===== src/rtl/wt_cache_pkg.sv =====
// Shared types for the write-through cache memory arbiter.
// Request/return structs are sized by the MemArb* constants below; the
// wt_mem_arbiter width parameters default to these values and must match them.
package wt_cache_pkg;

  localparam int unsigned MemArbAddrWidth = 64;
  localparam int unsigned MemArbDataWidth = 64;
  localparam int unsigned MemArbLineWidth = 128;
  localparam int unsigned MemArbTxIdWidth = 2;

  // Source encoding carried in the MSB of the memory-side transaction ID.
  localparam logic SRC_ICACHE = 1'b0;
  localparam logic SRC_DCACHE = 1'b1;

  typedef struct packed {
    logic [MemArbAddrWidth-1:0]   addr;
    logic                         we;
    logic [MemArbDataWidth/8-1:0] be;
    logic [MemArbDataWidth-1:0]   wdata;
    logic [MemArbTxIdWidth:0]     id;
  } mem_arb_req_t;

  typedef struct packed {
    logic [MemArbTxIdWidth-1:0] tid;
    logic [MemArbLineWidth-1:0] data;
    logic                       err;
  } mem_arb_rtrn_t;

  // Memory-side ID: source bit on top, cache transaction ID below.
  function automatic logic [MemArbTxIdWidth:0] mem_arb_id(
    input logic                       src,
    input logic [MemArbTxIdWidth-1:0] tid
  );
    return {src, tid};
  endfunction

endpackage


===== src/rtl/wt_mem_rr_arb.sv =====
// Two-input round-robin arbiter. The pointer names the source that wins a
// tie; after any grant it moves to the source that was not granted.
module wt_mem_rr_arb
  import wt_cache_pkg::*;
(
  input  logic       clk_i,
  input  logic       rst_i,
  input  logic       en_i,
  input  logic [1:0] elig_i,
  output logic [1:0] gnt_o
);

  logic ptr_q, ptr_d;
  logic ptr_n;

  assign ptr_n = ~ptr_q;

  // Grant the pointer source if eligible, else the other one; steer pointer away from the winner.
  always_comb begin
    gnt_o = 2'b00;
    ptr_d = ptr_q;
    if (en_i) begin
      if (elig_i[ptr_q]) begin
        gnt_o[ptr_q] = 1'b1;
        ptr_d        = ptr_n;
      end else if (elig_i[ptr_n]) begin
        gnt_o[ptr_n] = 1'b1;
        ptr_d        = ptr_q;
      end
    end
  end

  // Pointer register, starts at the I$.
  always_ff @(posedge clk_i) begin
    if (rst_i) begin
      ptr_q <= SRC_ICACHE;
    end else begin
      ptr_q <= ptr_d;
    end
  end

endmodule


===== src/rtl/wt_mem_arbiter.sv =====
// Merges I$ and D$ memory requests onto one registered request channel and
// routes returns back to the originating cache.
// Optional build macro: WT_MEM_ARB_PERF_EN adds stall/full performance counters.
//
// Handshakes:
//  - Cache side: a cache holds *_req_i with stable fields until it sees
//    *_ack_o high; ack is a single-cycle pulse in the cycle the request is
//    copied into the output register.
//  - Memory side: mem_req_o is valid/ready style with mem_gnt_i as ready;
//    once mem_req_o rises every mem_* field stays stable until the cycle
//    mem_gnt_i is high, which completes the transfer.
//  - Return side: mem_rvalid_i has no backpressure and appears one cycle
//    later on the matching *_rtrn_vld_o.
module wt_mem_arbiter
  import wt_cache_pkg::*;
#(
  parameter int unsigned AddrWidth      = MemArbAddrWidth,
  parameter int unsigned DataWidth      = MemArbDataWidth,
  parameter int unsigned LineWidth      = MemArbLineWidth,
  parameter int unsigned TxIdWidth      = MemArbTxIdWidth,
  parameter int unsigned MaxOutstanding = 4
) (
  input  logic                              clk_i,
  input  logic                              rst_i,
  // I$ request
  input  logic                              ic_req_i,
  output logic                              ic_ack_o,
  input  logic [AddrWidth-1:0]              ic_addr_i,
  input  logic [TxIdWidth-1:0]              ic_tid_i,
  // D$ request
  input  logic                              dc_req_i,
  output logic                              dc_ack_o,
  input  logic [AddrWidth-1:0]              dc_addr_i,
  input  logic                              dc_we_i,
  input  logic [DataWidth/8-1:0]            dc_be_i,
  input  logic [DataWidth-1:0]              dc_wdata_i,
  input  logic [TxIdWidth-1:0]              dc_tid_i,
  // memory request
  output logic                              mem_req_o,
  input  logic                              mem_gnt_i,
  output logic [AddrWidth-1:0]              mem_addr_o,
  output logic                              mem_we_o,
  output logic [DataWidth/8-1:0]            mem_be_o,
  output logic [DataWidth-1:0]              mem_wdata_o,
  output logic [TxIdWidth:0]                mem_id_o,
  // memory return
  input  logic                              mem_rvalid_i,
  input  logic [TxIdWidth:0]                mem_rid_i,
  input  logic [LineWidth-1:0]              mem_rdata_i,
  input  logic                              mem_rerr_i,
  // cache returns
  output logic                              ic_rtrn_vld_o,
  output logic [TxIdWidth-1:0]              ic_rtrn_tid_o,
  output logic [LineWidth-1:0]              ic_rtrn_data_o,
  output logic                              ic_rtrn_err_o,
  output logic                              dc_rtrn_vld_o,
  output logic [TxIdWidth-1:0]              dc_rtrn_tid_o,
  output logic [LineWidth-1:0]              dc_rtrn_data_o,
  output logic                              dc_rtrn_err_o,
  output logic                              busy_o,
  // debug visibility
  output logic [0:0]                        dbg_state_o,
  output logic [$clog2(MaxOutstanding+1)-1:0] dbg_ic_cnt_o,
  output logic [$clog2(MaxOutstanding+1)-1:0] dbg_dc_cnt_o,
  output logic                              dbg_rtrn_drop_o
`ifdef WT_MEM_ARB_PERF_EN
  ,
  output logic [31:0]                       perf_stall_cycles_o,
  output logic [31:0]                       perf_full_cycles_o
`endif
);

  localparam int unsigned CntWidth = $clog2(MaxOutstanding + 1);
  localparam logic [CntWidth-1:0] CntMax = CntWidth'(MaxOutstanding);
  localparam logic [CntWidth-1:0] CntOne = CntWidth'(1);

  localparam logic [0:0] ST_IDLE = 1'b0;
  localparam logic [0:0] ST_HOLD = 1'b1;

  logic [0:0]          state_q, state_d;
  mem_arb_req_t        req_q, req_d;
  mem_arb_rtrn_t       rtrn_q, rtrn_d;
  logic                ic_rvld_q, dc_rvld_q;
  logic [CntWidth-1:0] ic_cnt_q, ic_cnt_d;
  logic [CntWidth-1:0] dc_cnt_q, dc_cnt_d;

  logic       cap_en;
  logic [1:0] elig;
  logic [1:0] gnt;
  logic       rtrn_src;
  logic       ic_dec, dc_dec;
  logic       rtrn_drop;

  // A capture is possible when the output register is empty or drains this cycle.
  assign cap_en  = ~rst_i & ((state_q == ST_IDLE) | mem_gnt_i);
  assign elig[0] = ic_req_i & (ic_cnt_q < CntMax);
  assign elig[1] = dc_req_i & (dc_cnt_q < CntMax);

  wt_mem_rr_arb u_rr_arb (
    .clk_i  (clk_i),
    .rst_i  (rst_i),
    .en_i   (cap_en),
    .elig_i (elig),
    .gnt_o  (gnt)
  );

  assign ic_ack_o = gnt[0];
  assign dc_ack_o = gnt[1];

  // Returns only count against a source that actually has something outstanding.
  assign rtrn_src  = mem_rid_i[TxIdWidth];
  assign ic_dec    = mem_rvalid_i & (rtrn_src == SRC_ICACHE) & (ic_cnt_q != '0);
  assign dc_dec    = mem_rvalid_i & (rtrn_src == SRC_DCACHE) & (dc_cnt_q != '0);
  assign rtrn_drop = mem_rvalid_i & ~(ic_dec | dc_dec);

  // Next request register contents and FSM state.
  always_comb begin
    req_d   = req_q;
    state_d = state_q;
    if (gnt[0]) begin
      // I$ traffic is read-only, so write fields are zeroed.
      req_d.addr  = ic_addr_i;
      req_d.we    = 1'b0;
      req_d.be    = '0;
      req_d.wdata = '0;
      req_d.id    = mem_arb_id(SRC_ICACHE, ic_tid_i);
    end else if (gnt[1]) begin
      req_d.addr  = dc_addr_i;
      req_d.we    = dc_we_i;
      req_d.be    = dc_be_i;
      req_d.wdata = dc_wdata_i;
      req_d.id    = mem_arb_id(SRC_DCACHE, dc_tid_i);
    end
    if (|gnt) begin
      state_d = ST_HOLD;
    end else if (mem_gnt_i) begin
      state_d = ST_IDLE;
    end
  end

  // Outstanding counters: capture adds one, a matched return removes one.
  always_comb begin
    ic_cnt_d = ic_cnt_q;
    dc_cnt_d = dc_cnt_q;
    if (gnt[0] & ~ic_dec) begin
      ic_cnt_d = ic_cnt_q + CntOne;
    end else if (~gnt[0] & ic_dec) begin
      ic_cnt_d = ic_cnt_q - CntOne;
    end
    if (gnt[1] & ~dc_dec) begin
      dc_cnt_d = dc_cnt_q + CntOne;
    end else if (~gnt[1] & dc_dec) begin
      dc_cnt_d = dc_cnt_q - CntOne;
    end
  end

  // Return payload is shared by both caches; only the valids are demuxed.
  always_comb begin
    rtrn_d = rtrn_q;
    if (mem_rvalid_i) begin
      rtrn_d.tid  = mem_rid_i[TxIdWidth-1:0];
      rtrn_d.data = mem_rdata_i;
      rtrn_d.err  = mem_rerr_i;
    end
  end

  // State, request, return and counter registers.
  always_ff @(posedge clk_i) begin
    if (rst_i) begin
      state_q   <= ST_IDLE;
      req_q     <= '0;
      rtrn_q    <= '0;
      ic_rvld_q <= 1'b0;
      dc_rvld_q <= 1'b0;
      ic_cnt_q  <= '0;
      dc_cnt_q  <= '0;
    end else begin
      state_q   <= state_d;
      req_q     <= req_d;
      rtrn_q    <= rtrn_d;
      ic_rvld_q <= ic_dec;
      dc_rvld_q <= dc_dec;
      ic_cnt_q  <= ic_cnt_d;
      dc_cnt_q  <= dc_cnt_d;
    end
  end

  // Flag returns that arrive for a source with nothing outstanding.
  always_ff @(posedge clk_i) begin
    if (!rst_i) begin
      assert (!rtrn_drop)
        else $warning("wt_mem_arbiter: return id %0h dropped, source has nothing outstanding",
                      mem_rid_i);
    end
  end

  assign mem_req_o       = (state_q == ST_HOLD);
  assign mem_addr_o      = req_q.addr;
  assign mem_we_o        = req_q.we;
  assign mem_be_o        = req_q.be;
  assign mem_wdata_o     = req_q.wdata;
  assign mem_id_o        = req_q.id;

  assign ic_rtrn_vld_o   = ic_rvld_q;
  assign ic_rtrn_tid_o   = rtrn_q.tid;
  assign ic_rtrn_data_o  = rtrn_q.data;
  assign ic_rtrn_err_o   = rtrn_q.err;
  assign dc_rtrn_vld_o   = dc_rvld_q;
  assign dc_rtrn_tid_o   = rtrn_q.tid;
  assign dc_rtrn_data_o  = rtrn_q.data;
  assign dc_rtrn_err_o   = rtrn_q.err;

  assign busy_o          = (state_q == ST_HOLD) | (ic_cnt_q != '0) | (dc_cnt_q != '0);

  assign dbg_state_o     = state_q;
  assign dbg_ic_cnt_o    = ic_cnt_q;
  assign dbg_dc_cnt_o    = dc_cnt_q;
  assign dbg_rtrn_drop_o = rtrn_drop & ~rst_i;

`ifdef WT_MEM_ARB_PERF_EN
  logic [31:0] perf_stall_q, perf_full_q;
  logic        src_full;

  assign src_full = (ic_req_i & (ic_cnt_q == CntMax)) | (dc_req_i & (dc_cnt_q == CntMax));

  // Saturating counters for memory stalls and outstanding-limit blocking.
  always_ff @(posedge clk_i) begin
    if (rst_i) begin
      perf_stall_q <= '0;
      perf_full_q  <= '0;
    end else begin
      if ((state_q == ST_HOLD) && !mem_gnt_i && (perf_stall_q != '1)) begin
        perf_stall_q <= perf_stall_q + 32'd1;
      end
      if (src_full && (perf_full_q != '1)) begin
        perf_full_q <= perf_full_q + 32'd1;
      end
    end
  end

  assign perf_stall_cycles_o = perf_stall_q;
  assign perf_full_cycles_o  = perf_full_q;
`endif

endmodule

===== config.mk =====
export PLATFORM = sky130hd
export DESIGN_NAME = wt_mem_arbiter
export DESIGN_NICKNAME = d
export VERILOG_FILES = /design/src/rtl/wt_cache_pkg.sv /design/src/rtl/wt_mem_rr_arb.sv /design/src/rtl/wt_mem_arbiter.sv
export SDC_FILE = /design/constraint.sdc
export NUM_CORES = 1
export LEC_CHECK = 0
export BUFFER_PORTS_ARGS = -buffer_cell sky130_fd_sc_hd__buf_4
export CAP_MARGIN = 10
export CORE_AREA = 2 2 299 301
export DETAILED_ROUTE_END_ITERATION = 8
export DIE_AREA = 0 0 301 303
export PLACE_DENSITY = 0.4
export SLEW_MARGIN = 20
export SYNTH_ARGS = -nofsm -noshare
export SYNTH_HDL_FRONTEND = slang
export SYNTH_SLANG_ARGS = --single-unit

===== constraint.sdc =====
create_clock -name clk_i -period 3.7 [get_ports clk_i]
set_input_delay 0 -clock clk_i [delete_from_list [all_inputs] [get_ports clk_i]]
set_output_delay 0 -clock clk_i [all_outputs]
set_load 0.02 [all_outputs]

==> results.sh, run 1 <==
export IMPL_crit_chain="nand2b_4 -> or4_4 -> inv_2 -> buf_4 -> buf_4"
export IMPL_setup_ws_ns=1.047
export IMPL_synth_top_area_cell="dfxtp_1"
export IMPL_cts_resized=0
export IMPL_finalCritPeriodShare_pct=71.70
export IMPL_fin_tns_setup_ns=0
export IMPL_clk_path_buf_depth=3
export IMPL_syn_cell_area_um2=11370
export IMPL_cts_setup_buffers=0
export IMPL_antenna_found_initial=1
export IMPL_root_buffer="clkbuf_16"
export IMPL_p_per_area_nw_per_um2=441.7
export IMPL_row_count=109
export IMPL_rsz0062_at_grt="false"
export IMPL_drv_slew=0
export IMPL_dp_hpwl_mm=35.31
export IMPL_holdPathStages=3
export IMPL_crit_path_max_incr_delay_ns=0.60
export IMPL_grt_usage_pct=10.14
export IMPL_cts_buffers=37
export IMPL_status="completed"
export IMPL_min_path_type="in -> reg"
export IMPL_switching_share_pct=31.03
export IMPL_synth_area_leaders="dfxtp_1, mux2i_1, nand2_1, buf_4, nor2_1"
export IMPL_endpoint_kind="output pin"
export IMPL_die_x_um=301
export IMPL_grt_pass1_wl_mm=72.49
export IMPL_routed_wl_mm=49.88
export IMPL_required_ns=3.70
export IMPL_portBuffers=758
export IMPL_rr_startpoint="dbg_dc_cnt_o[2]$_SDFFE_PP0P_"
export IMPL_fin_skew_ns=0.01403
export IMPL_nets=2590
export IMPL_cts_max_level=2
export IMPL_finalSetupViolCount=0
export IMPL_netlist_cell_type_count=29
export IMPL_area_growth_pct=93.31
export IMPL_ys_warn_count=0
export IMPL_hold_viol_final=0
export IMPL_synth_nets=1645
export IMPL_route_detailed_drc=0
export IMPL_yosys_register_bits=281
export IMPL_postSynthCellCount=1298
export IMPL_maxSlewHeadroom_pct=37.95
export IMPL_first_pass_iters=5
export IMPL_postCtsHoldBufs=359
export IMPL_cp_common_cell="buf_4"
export IMPL_power_switching_w=0.003012
export IMPL_ir_worst_vdd_uv=278.0
export IMPL_drive_gt1_share_pct=36.77
export IMPL_min_from="mem_rvalid_i"
export IMPL_crit_cells=5
export IMPL_initial_core_util_pct=12.93
export IMPL_viasPerCell=3.565
export IMPL_synth_top_cell_area_share_pct=49.48
export IMPL_path_max_fanout=75
export IMPL_postRouteAntennaNets=0
export IMPL_gp_congestion=0.7515
export IMPL_worstPathArrival_ns=2.65
export IMPL_post_route_util_pct=24.99
export IMPL_power_internal_w=0.006695
export IMPL_drt_iter0_markers=403
export IMPL_start_kind="register"
export IMPL_clkPwrFrac_pct=36.4
export IMPL_placed_cells=3010
export IMPL_leakage_nw=10.26
export IMPL_ys_seq_area_share_pct=49.48
export IMPL_overflow=0
export IMPL_avgSynthCellArea_um2=8.759
export IMPL_max_freq_mhz=376.9
export IMPL_cpLargestDelayFamily="buffers and inverters"
export IMPL_pwr_share_seq_pct=36.3
export IMPL_combinationalPowerShare_pct=27.4
export IMPL_reg2reg_depth=6
export IMPL_path_buf_inv=3
export IMPL_p_total_w=0.009707
export IMPL_cpMaxStageDelayCell="buf_4"
export IMPL_clk_pin_slew_ns=0.05
export IMPL_grt_max_degree=133
export IMPL_die_area_um2=91200
export IMPL_pre_cts_ws_ns=1.279
export IMPL_dr_total_vias=12250
export IMPL_crit_type="reg -> out"
export IMPL_die_h_um=303
export IMPL_diodes=0
export IMPL_worstMarginPinSlew_ns=0.9308
export IMPL_cp_startpoint="dbg_dc_cnt_o[2]$_SDFFE_PP0P_"
export IMPL_drv_cap=0
export IMPL_fin_cells=3436
export IMPL_insertion_delay_ns=0.54
export IMPL_clock_sinks=281
export IMPL_timing_final_crit_period_ns=2.653
export IMPL_core_area_um2=87970
export IMPL_ios=759
export IMPL_cts_tree="built"
export IMPL_grt_pass1_vias=12610
export IMPL_wl_per_cell_um=14.52
-- layer usage --
layer | GRT usage [%] | wire length, µm
met1 | 10.70 | 18370
met2 | 18.74 | 25730
met3 | 3.258 | 4160
met4 | 3.743 | 1622
met5 | 0 | 0
-- power by group through the flow --
stage / Sequential, W / Combinational (W) / Clock, W
after floorplan: 0.00385 / 0.000963 / 0
after global placement: 0.00357 / 0.00228 / 0
after detailed placement: 0.00358 / 0.00228 / 0
after CTS: 0.00353 / 0.00269 / 0.00371
after global routing: 0.00356 / 0.00288 / 0.00385
final: 0.00352 / 0.00266 / 0.00353
-- cell usage in the layout, fill, tap and decap left out, types with 3 or more instances in the layout --
cell and n:
clkbuf_1 9, clkbuf_8 14, or3_1 6, clkinv_2 6, nor2_1 139, buf_4 767, dlygate4sd3_1 359, inv_2 3
clkbuf_16 37, dfxtp_1 281, a31oi_1 67, nand2_1 278, a21oi_1 76, o21ai_0 55, xor2_1 4, mux2i_1 133
o21ai_1 14
-- path summary, 6_finish.rpt --
kind                                                   endpoint  slack, ns
worst max-delay path                                   dc_ack_o       1.05
worst min-delay path            dc_rtrn_data_o[74]$_SDFFE_PP0P_       0.21
worst max register to register      mem_addr_o[63]$_SDFFE_PP0P_       1.22
worst min register to register      mem_wdata_o[7]$_SDFFE_PP0N_       0.46
-- synthesized netlist by cell type --
cell      number
ha_1           2
nor2_1       139
inv_1          4
nor3b_1        1
a31oi_1       67
inv_2          1
buf_6          7
nand2b_4       1
and4_1         1
buf_4        133
clkbuf_1      46
dfxtp_1      281
fa_1           2
o21ai_1       14
a21oi_1       76
nand3_1        1
mux2i_1      133
xor2_1         4
nand3b_1       2
nand2b_1       2
or4_4          1
buf_2         36
nand2_1      279
nor2b_4        1
o21ai_0       55
nand4_1        1
a211oi_2       1
or3_1          6
nor2b_1        1
-- stage by stage --
step           area, µm²  hold slack [ns]
2_1_floorplan      11370           0.1360
3_3_place_gp       17200           0.2328
3_5_place_dp       17200           0.2414
4_1_cts            21980           0.1773
5_1_grt            21980           0.2054
6_report           21980           0.2101
-- sequential cells by signal, summed over array words and instances (netlist names) --
signal / flops
dbg_dc_cnt_o: 3
dbg_ic_cnt_o: 3
dbg_state_o: 1
dc_rtrn_data_o: 128
dc_rtrn_err_o: 1
dc_rtrn_tid_o: 2
dc_rtrn_vld_o: 1
ic_rtrn_vld_o: 1
mem_addr_o: 64
mem_be_o: 8
mem_id_o: 3
mem_wdata_o: 64
mem_we_o: 1
u_rr_arb.ptr_q: 1
-- cell families after synthesis --
group	synth area share (%)
xor gates and xnor gates	0.3081
adders and majority gates	0.5722
and+or+nand+nor	15.01
AOI/OAI and AO/OA	10.18
buffers and inverters	12.74
muxes	11.71
DFF	49.48
-- cell type report --
class	instances	area, µm²
clock inverters	8	47.55
clock buffers	59	1139
flip-flops and latches	281	5625
well taps	1165	1458
multi-input cells	790	4305
fillers	9495	65990
repair buffers	1128	9385
inverters	5	18.77
-- worst register-to-register path, cell delays in order, from the launching register on --
cell	delay (ns)
dfxtp_1	0.35
nand3b_1	0.17
nand4_1	0.17
buf_4	0.65
nand2_1	0.31
a31oi_1	0.22
dlygate4sd3_1	0.56
No activity file was read; power rests on OpenSTA's default activity.
==> run 2, diff against run 1 <==
--- a/config.mk
+++ b/config.mk
@@ -5,12 +5,13 @@
 export SDC_FILE = /design/constraint.sdc
 export NUM_CORES = 1
 export LEC_CHECK = 0
+export ABC_AREA = 1
 export BUFFER_PORTS_ARGS = -buffer_cell sky130_fd_sc_hd__buf_4
 export CAP_MARGIN = 10
-export CORE_AREA = 2 2 299 301
+export CORE_AREA = 2 2 295 297
 export DETAILED_ROUTE_END_ITERATION = 8
-export DIE_AREA = 0 0 301 303
-export PLACE_DENSITY = 0.4
+export DIE_AREA = 0 0 297 299
+export PLACE_DENSITY = 0.42
 export SLEW_MARGIN = 20
 export SYNTH_ARGS = -nofsm -noshare
 export SYNTH_HDL_FRONTEND = slang
==> constraint.sdc (replaced) <==
create_clock -name clk_i -period 2.3 [get_ports clk_i]
set_input_delay 0 -clock clk_i [delete_from_list [all_inputs] [get_ports clk_i]]
set_output_delay 0 -clock clk_i [all_outputs]
set_load 0.02 [all_outputs]
==> results.sh, run 2 <==
export IMPL_die_x_um=297
export IMPL_met2_length_mm=30.55
export IMPL_grt_pass1_wl_mm=88.45
export IMPL_max_freq_mhz=470.3
export IMPL_wl_met3_mm=3.424
export IMPL_cts_tree="built"
export IMPL_crit_chain="nor2_4 -> buf_12 -> o21ai_4 -> clkbuf_16 -> a21oi_1 -> nand2_1 -> inv_1 -> dlygate4sd3_1"
export IMPL_timing_final_crit_period_ns=2.126
export IMPL_fin_hold_ws_ns=0.03352
export IMPL_drt_iter0_markers=756
export IMPL_initial_core_util_pct=14.10
export IMPL_start_kind="register"
export IMPL_switching_share_pct=32.01
export IMPL_crit_path_max_incr_delay_ns=0.54
export IMPL_yosys_register_bits=281
export IMPL_ys_flop_type="dfxtp_1"
export IMPL_top_layer="met5"
export IMPL_postSynthCellCount=1674
export IMPL_postRouteAntennaNets=0
export IMPL_maxSlewHeadroom_pct=40.92
export IMPL_fin_cells=3768
export IMPL_avgSynthCellArea_um2=7.237
export IMPL_viasPerCell=3.753
export IMPL_post_route_util_pct=26.42
export IMPL_die_h_um=299
export IMPL_min_path_type="in -> reg"
export IMPL_row_count=108
export IMPL_placed_cell_area_um2=18040
export IMPL_routed_wl_mm=60.74
export IMPL_crit_type="reg -> reg"
export IMPL_netlist_cell_type_count=21
export IMPL_overflow=0
export IMPL_post_synth_top_count_cell="nand2_1"
export IMPL_hold_viol_final=0
export IMPL_nets=2932
export IMPL_synthTopCellsByCount="nand2_1, dfxtp_1, nor2_1"
export IMPL_m1WireLength_mm=25.17
export IMPL_cts_buffers=37
export IMPL_drive_gt1_share_pct=32.47
export IMPL_grt_pass1_vias=14200
export IMPL_final_common_cell="buf_4"
export IMPL_syn_cell_area_um2=12110
export IMPL_core_area_um2=85940
export IMPL_portBuffers=758
export IMPL_synth_area_leaders="dfxtp_1, nand2_1, nor2_1, buf_4, a21oi_1"
export IMPL_cts_max_level=2
export IMPL_worstMarginPinSlew_ns=0.8862
export IMPL_rsz0062_at_grt="false"
export IMPL_grt_usage_pct=12.80
export IMPL_route_detailed_drc=0
export IMPL_synth_top_area_cell="dfxtp_1"
export IMPL_synth_nets=2021
export IMPL_synth_edf_count=0
export IMPL_dr_total_vias=14140
export IMPL_clk_pin_slew_ns=0.06
export IMPL_largest_reg_flops=128
export IMPL_finalCritPeriodShare_pct=92.44
export IMPL_leakage_nw=10.68
export IMPL_p_per_area_nw_per_um2=699.5
export IMPL_area_growth_pct=87.43
export IMPL_gp_congestion=0.8440
export IMPL_setup_ws_ns=0.1738
export IMPL_root_buffer="clkbuf_16"
export IMPL_endpoint_kind="register"
export IMPL_dp_hpwl_mm=42.76
export IMPL_die_area_um2=88800
export IMPL_worstPathArrival_ns=2.55
export IMPL_clkPwrFrac_pct=37.3
export IMPL_ys_seq_area_share_pct=46.44
export IMPL_fin_skew_ns=0.009216
export IMPL_status="completed"
export IMPL_drv_slew=0
export IMPL_synth_top_cell_area_share_pct=46.44
export IMPL_wl_per_cell_um=16.12
export IMPL_ir_worst_vdd_uv=345.0
export IMPL_combinationalPowerShare_pct=27.3
export IMPL_design_area_um2=22710
export IMPL_async_flop_share_pct=0
export IMPL_ios=759
export IMPL_finalSetupViolCount=0
export IMPL_path_max_fanout=67
export IMPL_antenna_found_initial=4
export IMPL_clk_path_buf_depth=3
export IMPL_power_internal_w=0.01080
export IMPL_clock_sinks=281
export IMPL_power_switching_w=0.005084
export IMPL_pre_cts_ws_ns=0.3674
export IMPL_cpMaxStageDelayCell="dlygate4sd3_1"
export IMPL_grt_max_degree=133
export IMPL_placed_cells=3359
export IMPL_required_ns=2.73
export IMPL_ys_warn_count=0
export IMPL_insertion_delay_ns=0.54
export IMPL_pwr_share_seq_pct=35.4
export IMPL_reg2reg_slack_ns=0.17
export IMPL_most_common_layout_cells="buf_4, dlygate4sd3_1, nand2_1"
export IMPL_first_pass_iters=7
export IMPL_drv_cap=0
-- run 2: final timing paths --
check / from / to / cells after the start
hold / removal: mem_rvalid_i / ic_rtrn_vld_o$_SDFF_PP0_ / 5
setup / recovery: dbg_ic_cnt_o[2]$_SDFFE_PP0P_ / mem_addr_o[44]$_SDFFE_PP0P_ / 8
setup reg to reg: dbg_ic_cnt_o[2]$_SDFFE_PP0P_ / mem_addr_o[44]$_SDFFE_PP0P_ / 8
hold reg to reg: mem_wdata_o[3]$_SDFFE_PP0N_ / mem_wdata_o[3]$_SDFFE_PP0N_ / 2
-- run 2: power by group through the flow --
stage	sequential [W]	clock, W	combinational, W
after floorplan	0.00614	0	0.00164
after global placement	0.00572	0	0.00389
after detailed placement	0.00572	0	0.00387
after CTS	0.00563	0.00620	0.00438
after global routing	0.00567	0.00636	0.00470
final	0.00562	0.00592	0.00434
-- run 2: cell families after synthesis --
| family | after synthesis | synth area share [%] |
|---|---|---|
| flip-flops | 281 | 46.44 |
| XOR/XNOR | 1 | 0.07231 |
| AO/OA/AOI/OAI | 284 | 11.86 |
| adder cells (fa/ha/maj) | 4 | 0.5371 |
| AND/OR/NAND/NOR | 707 | 24.08 |
| buffers and inverters | 397 | 17.02 |
-- run 2: layer usage --
layer / GRT usage [%] / vias to the layer above
li1: - / 7011
met1: 15.36 / 6522
met2: 22.90 / 526
met3: 2.574 / 81
met4: 3.872 / 2
met5: 0 / -
-- run 2: repair_timing --
| item | CTS | global route |
|---|---|---|
| buffers inserted | 0 | 0 |
| hold endpoints to repair | 279 | 0 |
| resized for setup | 0 | 4 |
| hold buffers | 341 | 0 |
| endpoints found under the setup margin | 0 | 1 |
-- run 2: layout make-up --
| class | count | area (µm²) |
|---|---|---|
| fillers | 9411 | 63240 |
| diodes | 1 | 2.502 |
| clock buffers | 57 | 1114 |
| well taps | 1155 | 1445 |
| clock inverters | 9 | 103.9 |
| multi-input cells | 996 | 4452 |
| inverters | 148 | 560.5 |
| repair buffers | 1121 | 9402 |
| flip-flops and latches | 281 | 5627 |
-- run 2: stage by stage --
stage | power [W] | setup TNS [ns]
2_1_floorplan | 0.007774 | -0.01078
3_3_place_gp | 0.009611 | 0
3_5_place_dp | 0.009594 | 0
4_1_cts | 0.01621 | 0
5_1_grt | 0.01673 | 0
6_report | 0.01588 | 0
-- run 2: worst max-delay path: cells and delay by family (launching register included) --
family | cells | cell delay (ns)
AND/OR/NAND/NOR | 2 | 0.21
AO/OA/AOI/OAI | 2 | 0.32
flip-flops | 1 | 0.41
buffers and inverters | 4 | 1.08
==> run 3, diff against run 2 <==
--- a/config.mk
+++ b/config.mk
@@ -8,10 +8,12 @@
 export ABC_AREA = 1
 export BUFFER_PORTS_ARGS = -buffer_cell sky130_fd_sc_hd__buf_4
 export CAP_MARGIN = 10
-export CORE_AREA = 2 2 295 297
+export CELL_PAD_IN_SITES_DETAIL_PLACEMENT = 1
+export CELL_PAD_IN_SITES_GLOBAL_PLACEMENT = 1
+export CORE_AREA = 2 2 294 296
 export DETAILED_ROUTE_END_ITERATION = 8
-export DIE_AREA = 0 0 297 299
-export PLACE_DENSITY = 0.42
+export DIE_AREA = 0 0 296 298
+export PLACE_DENSITY = 0.55
 export SLEW_MARGIN = 20
 export SYNTH_ARGS = -nofsm -noshare
 export SYNTH_HDL_FRONTEND = slang
==> results.sh, run 3 (same netlist as run 2, synthesis figures left out) <==
export IMPL_die_h_um=298
export IMPL_die_area_um2=88210
export IMPL_min_from="mem_rvalid_i"
export IMPL_cts_max_level=2
export IMPL_grt_max_degree=137
export IMPL_placed_cell_area_um2=18090
export IMPL_dp_hpwl_mm=44.63
export IMPL_overflow=0
export IMPL_grt_usage_pct=13.87
export IMPL_status="completed"
export IMPL_viasPerCell=3.817
export IMPL_ios=759
export IMPL_cts_buffers=39
export IMPL_drt_iter0_markers=366
export IMPL_antenna_found_initial=8
export IMPL_clk_pin_slew_ns=0.06
export IMPL_drv_cap=0
export IMPL_p_per_area_nw_per_um2=710.2
export IMPL_final_seq_area_um2=5627
export IMPL_ir_worst_vdd_uv=291.9
export IMPL_postRouteAntennaNets=0
export IMPL_die_x_um=296
export IMPL_worstMarginPinSlew_ns=0.8835
export IMPL_nets=2936
export IMPL_timing_final_crit_period_ns=2.150
export IMPL_area_growth_pct=87.99
export IMPL_hold_viol_final=0
export IMPL_wl_per_cell_um=17.02
export IMPL_root_buffer="clkbuf_16"
export IMPL_start_kind="register"
export IMPL_clock_sinks=281
export IMPL_path_max_fanout=32
export IMPL_maxSlewHeadroom_pct=41.10
export IMPL_p_total_w=0.01617
export IMPL_core_area_um2=84880
export IMPL_final_common_cell="buf_4"
export IMPL_row_count=107
export IMPL_route_detailed_drc=0
export IMPL_rsz0062_at_grt="false"
export IMPL_fillers=10290
export IMPL_insertion_delay_ns=0.55
export IMPL_fin_skew_ns=0.01466
export IMPL_largest_reg_flops=128
export IMPL_min_path_type="in -> reg"
export IMPL_grt_pass1_vias=15260
export IMPL_worstPathArrival_ns=2.63
export IMPL_design_area_um2=22770
export IMPL_initial_core_util_pct=14.27
export IMPL_leakage_nw=10.67
export IMPL_finalCritPeriodShare_pct=93.46
export IMPL_cts_tree="built"
export IMPL_drive_gt1_share_pct=32.77
export IMPL_dr_total_vias=14360
export IMPL_gp_congestion=0.8221
export IMPL_most_common_layout_cells="buf_4, dlygate4sd3_1, nand2_1"
export IMPL_max_freq_mhz=465.2
export IMPL_multi_input_area_um2=4452
export IMPL_endpoint_kind="register"
export IMPL_routed_wl_mm=64.04
export IMPL_portBuffers=758
export IMPL_finalSetupViolCount=0
export IMPL_cts_setup_buffers=0
export IMPL_crit_type="reg -> reg"
export IMPL_clk_path_buf_depth=3
export IMPL_rr_startpoint="dbg_state_o$_SDFFE_PP0P_"
export IMPL_cp_startpoint="dbg_state_o$_SDFFE_PP0P_"
export IMPL_drv_slew=0
export IMPL_first_pass_iters=4
export IMPL_grt_pass1_wl_mm=93.85
export IMPL_required_ns=2.78
-- run 3: worst paths after layout --
check                                        to  slack [ns]  cells past startpoint
hold / removal    dc_rtrn_tid_o[0]$_SDFFE_PP0P_        0.08                      5
hold reg to reg     mem_wdata_o[8]$_SDFFE_PP0N_        0.47                      2
setup reg to reg    mem_addr_o[12]$_SDFFE_PP0P_        0.15                      7
setup / recovery    mem_addr_o[12]$_SDFFE_PP0P_        0.15                      7
-- run 3: layer usage --
layer,up-vias,share of wire (%),global-route usage (%)
li1,7002,-,-
met4,0,3.5,4.930
met5,-,0,0
met2,492,52,25.67
met1,6757,39,15.25
met3,109,6.3,3.245
-- run 3: final cells by class --
cell class | instances | area share, %
Timing Repair Buffer | 1123 | 41.37
Sequential cell | 281 | 24.71
Multi-Input combinational cell | 996 | 19.55
Tap cell | 1144 | 6.285
Clock buffer | 53 | 4.923
Inverter | 148 | 2.461
Clock inverter | 14 | 0.6758
Antenna cell | 3 | 0.03297
-- run 3: timing repair --
action,4_1_cts,5_1_grt
hold buffers,339,0
endpoints found under the hold margin,278,0
resized for setup,0,1
endpoints found under the setup margin,0,20
-- run 3: through the flow --
step / setup TNS, ns / hold WS, ns / util (%) / setup WS [ns] / cells
after floorplan: -0.01078 / 0.1349 / - / -0.01078 / 1674
final: 0 / 0.07824 / 26.83 / 0.1503 / 3762
after global routing: 0 / 0.1093 / 26.83 / 0.01895 / 3761
after detailed placement: 0 / 0.2292 / 21.32 / 0.3653 / 3353
after CTS: 0 / 0.03644 / 26.82 / 0.07400 / 3759
after global placement: 0 / 0.2241 / 21.32 / 0.2975 / 3353
-- run 3: power breakdown --
part	total, W	leakage [nW]	switching [W]	internal, W
Sequential	0.00562	2.32	0.000327	0.00529
Combinational	0.00443	7.72	0.00243	0.00200
Clock	0.00612	0.628	0.00239	0.00373
-- run 3: critical path: stages (launching register included) --
cell           delay [ns]
dfxtp_1              0.33
a21oi_4              0.26
buf_4                0.39
nand4_1              0.27
nand3_1              0.16
dlygate4sd3_1        0.56
nand2_1              0.05
inv_1                0.04
